--- config.mk ---
export PLATFORM = sky130hd
export DESIGN_NAME = mem_arbiter
export DESIGN_NICKNAME = d
export VERILOG_FILES = /design/src/rtl/soc_pkg.sv /design/src/rtl/arb_rr2.sv /design/src/rtl/mem_arbiter.sv
export SDC_FILE = /design/constraint.sdc
export NUM_CORES = 1
export LEC_CHECK = 0
export BUFFER_PORTS_ARGS = -buffer_cell sky130_fd_sc_hd__buf_2
export CORE_AREA = 2 2 106 108
export DETAILED_ROUTE_END_ITERATION = 10
export DIE_AREA = 0 0 108 110
export PLACE_DENSITY = 0.43
export REMOVE_ABC_BUFFERS = 1
export SLEW_MARGIN = 20
export SYNTH_ARGS = -nofsm -noshare
export SYNTH_HDL_FRONTEND = slang
export SYNTH_SLANG_ARGS = --single-unit
--- constraint.sdc ---
create_clock -name clk -period 2.2 [get_ports clk]
set_input_delay 0 -clock clk [delete_from_list [all_inputs] [get_ports clk]]
set_output_delay 0 -clock clk [all_outputs]
set_load 0.02 [all_outputs]
--- src/rtl/soc_pkg.sv ---
// Shared types and constants for the SoC memory path.
// Used by the I/D memory arbiter and its round-robin picker.
package soc_pkg;

    typedef enum logic {
        ST_IDLE = 1'b0,
        ST_BUSY = 1'b1
    } state_t;

    localparam logic REQ_I = 1'b0;
    localparam logic REQ_D = 1'b1;

    localparam int MEM_LAT_MAX = 4;

endpackage

--- src/rtl/arb_rr2.sv ---
// Two-way round-robin picker: a lone request wins outright.
// On contention, the requester that did not win last time is granted.
module arb_rr2 (
    input  logic [1:0] req,
    input  logic       last,
    output logic [1:0] gnt
);

    assign gnt[0] = req[0] & (~req[1] | last);
    assign gnt[1] = req[1] & (~req[0] | ~last);

endmodule

--- src/rtl/mem_arbiter.sv ---
// Shares a single-port, fixed-latency memory between instruction fetch (I)
// and load/store (D). Only one access is outstanding at any time.
module mem_arbiter
    import soc_pkg::*;
#(
    parameter int ADDR_W  = 32,
    parameter int DATA_W  = 32,
    parameter int MEM_LAT = 1
) (
    input  logic                clk,
    input  logic                rst,
    input  logic                i_req,
    input  logic [ADDR_W-1:0]   i_addr,
    output logic                i_gnt,
    output logic                i_rvalid,
    output logic [DATA_W-1:0]   i_rdata,
    input  logic                d_req,
    input  logic                d_we,
    input  logic [DATA_W/8-1:0] d_be,
    input  logic [ADDR_W-1:0]   d_addr,
    input  logic [DATA_W-1:0]   d_wdata,
    output logic                d_gnt,
    output logic                d_rvalid,
    output logic [DATA_W-1:0]   d_rdata,
    output logic                mem_en,
    output logic [DATA_W/8-1:0] mem_we,
    output logic [ADDR_W-1:0]   mem_addr,
    output logic [DATA_W-1:0]   mem_wdata,
    input  logic [DATA_W-1:0]   mem_rdata
);

    localparam int LAT_W = $clog2(MEM_LAT + 1);
    localparam logic [LAT_W-1:0] LAT_END = LAT_W'(MEM_LAT);

    if (MEM_LAT < 1 || MEM_LAT > MEM_LAT_MAX || (DATA_W % 8) != 0) begin : g_bad_param
        $error("mem_arbiter: illegal MEM_LAT or DATA_W");
    end

    state_t           state;
    logic [LAT_W-1:0] lat_cnt;
    logic             owner;
    logic             last_gnt;

    logic       done;
    logic       window;
    logic [1:0] pick;
    logic [1:0] gnt;

    // The completion cycle doubles as a grant slot, giving one access per MEM_LAT cycles.
    assign done   = (state == ST_BUSY) && (lat_cnt == LAT_END);
    assign window = !rst && ((state == ST_IDLE) || done);

    arb_rr2 u_arb (
        .req  ({d_req, i_req}),
        .last (last_gnt),
        .gnt  (pick)
    );

    assign gnt   = window ? pick : 2'b00;
    assign i_gnt = gnt[0];
    assign d_gnt = gnt[1];

    assign mem_en    = |gnt;
    assign mem_addr  = gnt[1] ? d_addr : i_addr;
    assign mem_we    = (gnt[1] && d_we) ? d_be : '0;
    assign mem_wdata = d_wdata;

    assign i_rvalid = !rst && done && (owner == REQ_I);
    assign d_rvalid = !rst && done && (owner == REQ_D);
    assign i_rdata  = mem_rdata;
    assign d_rdata  = mem_rdata;

    always_ff @(posedge clk) begin
        if (rst) begin
            state    <= ST_IDLE;
            lat_cnt  <= '0;
            owner    <= REQ_I;
            last_gnt <= REQ_I;
        end else if (|gnt) begin
            state    <= ST_BUSY;
            lat_cnt  <= LAT_W'(1);
            owner    <= gnt[1];
            last_gnt <= gnt[1];
        end else if (done) begin
            state   <= ST_IDLE;
            lat_cnt <= '0;
        end else if (state == ST_BUSY) begin
            lat_cnt <= lat_cnt + 1'b1;
        end
    end

endmodule

==> results.md <==
* Status: completed
* Die width at 108 µm
* Synth warn at 0
* Clock Latency Late Sink at 0.22 ns
* HP Class: input pin to output pin
* Mapped cell area at 1320 µm²
* Die H at 110 µm
* Vias at 1184
* Final setup fails at 0
* ANT nets after route at 0
* Final Max Slew Viols at 0
* Clk slew on worst S/H paths at 0.03 ns
* WS Path Type: register to output pin
* Largest net degree at the start of global routing at 25
* Worst slew margin at 70.2%
* Mapped Avg Cell Area at 8.57 µm²
* Layout cell share with drive strength beyond 1 at 86.7%
* Synth cell types at 19
* H-tree depth at 1
* GRT Total Usage at 15.6%
* Switch Pwr at 192 µW
* # nets final at 311
* FF+latch count, synth at 3
* P per Cell Area at 378 nW/µm²
* Clk pwr share at 31.9%
* Design area at 1360 µm²
* IO Pins at 274
* CTS tree: built
* Initial Util at 12.3%
* Slew @ Worst Pin at 0.441 ns
* Final Skew at 0.00526 ns
* IO buf count at 113
* Number of diodes at 0
* Placed Cells at 309
* Worst hold slack at 0.000106 ns
* Total wire length at 10100 µm
* Layout area overhead at 3.22%
* WL/cell at 32.2 µm
* VDD IR max at 0.107 mV
* CTS root buffer: clkbuf_8
* Total global routing overflow at 0
* Die Area at 11900 µm²
* Site Rows at 38
* Startpoint types: register
* Leakage at 0.694 nW
* Post-synthesis instance total at 154
* Num CTS Buffers at 3
* Pre-CTS WS at 0.537 ns
* CTS Buffer Depth at 2
* Dpl hpwl at 9270 µm
* Seq/Total Area, Yosys at 4.55%
* Total negative slack at 0 ns
* # hold bufs at CTS at 0
* RSZ-0062 raised after global routing: false
* Antenna violations before repair at 0
* Worst-path maximum fanout at 24
* Placement Cell Area at 1320 µm²
* Max Clk Rate at 0.532 GHz
* Tcrit/Tclk final at 85.5%
* Maximum Capacitance Violations at 0
* DRC viols at 0
* Number of global-route vias before repair at 973
* Worst EP required at 2.20 ns
* DR iter-0 viols at 36
* Leading cell type in the layout, fill and taps excluded: buf_2
* TritonRoute pass-1 iters at 4
* Int Pwr at 323 µW
* Commonest non-fill, non-tap cells in the layout: buf_2 (113), mux2_2 (29), and3_1 (4)
* Fill cells at 1252
* Sequential fraction of design power at 12.8%
* First-pass GRT wire length at 11500 µm
* Sw frac at 37.2%
* Minimum clock period at 1.88 ns
* GP Congestion at 0.871
* Post-CTS setup buffers at 0
* Final Hold Fails at 0
* CTS sink count at 3
* Via density at 3.78
* Final core occ at 12.7%
* Final Total Pwr at 515 µW
* CP Data Arrival Time at 1.88 ns
* Final WS setup at 0.320 ns
* Setup crit end kind: output pin
* Combinational Power Share at 55.3%
* Core area at 10700 µm²
* PostCTS Resize Cnt at 0
* R2R Setup Slk at 0.85 ns
* Cell Count, Final, Fillers Out at 313
-- power groups by stage --
stage / clock (mW) / combinational [mW] / sequential, mW
2_1_floorplan: 0 / 0.162 / 0.0653
3_3_place_gp: 0 / 0.286 / 0.0663
3_5_place_dp: 0 / 0.287 / 0.0667
4_1_cts: 0.164 / 0.288 / 0.0662
5_1_grt: 0.165 / 0.304 / 0.0670
6_report: 0.164 / 0.285 / 0.0660
-- final timing paths --
path,to,cells past startpoint,start
max,mem_addr[8],5,state$_SDFFE_PP0P_
min,mem_wdata[21],0,d_wdata[21]
max reg2reg,last_gnt$_SDFFE_PP0P_,4,state$_SDFFE_PP0P_
min reg2reg,lat_cnt$_SDFFE_PP0P_,2,lat_cnt$_SDFFE_PP0P_
-- sequential cells by signal, summed over array words and instances (netlist names) --
name / flops
state: 1
last_gnt: 1
lat_cnt: 1
-- layout make-up --
class | count | area (µm²) | area share (%)
clock buffer | 4 | 45.0 | 3.31
tap | 140 | 175 | 12.9
multi-input combinational | 50 | 498 | 36.5
sequential | 3 | 60.1 | 4.41
timing repair buffer | 115 | 581 | 42.6
inverter | 1 | 3.75 | 0.275
-- metal layers --
metal  global-route usage (%)  share of wire [%]  routed length [µm]
met1                     10.3                 22                2200
met2                     23.3                 42                4210
met3                     24.6                 35                3540
met4                     2.29               0.73                  74
met5                     1.79               0.74                  75
-- cells by family after synthesis --
group,count (synthesis),share of synthesized area [%]
buffers and inverters,101,57.7
and+or+nand+nor,15,7.39
AOI/OAI and AO/OA,3,3.03
DFF,3,4.55
muxes,32,27.3
-- cells in the mapped netlist (all sizes together) --
library cell | count | area [µm²]
buf | 100 | 758
mux2 | 32 | 360
and3 | 4 | 25.0
dfxtp | 3 | 60.1
nand2b | 2 | 12.5
nor2b | 2 | 20.0
nor3 | 2 | 10.0
a2111oi | 1 | 27.5
a21oi | 1 | 5.00
inv | 1 | 3.75
nand2 | 1 | 3.75
nor2 | 1 | 3.75
nor3b | 1 | 7.51
nor4b | 1 | 8.76
o21bai | 1 | 7.51
or2 | 1 | 6.26
-- worst max-delay path, stage by stage (launching register included) --
cell and delay, ns:
dfxtp_1 0.31, nor2b_4 0.14, a2111oi_4 0.33, buf_4 0.34, mux2_2 0.37, buf_2 0.16
Note: power is estimated with default switching activity, not from simulation.
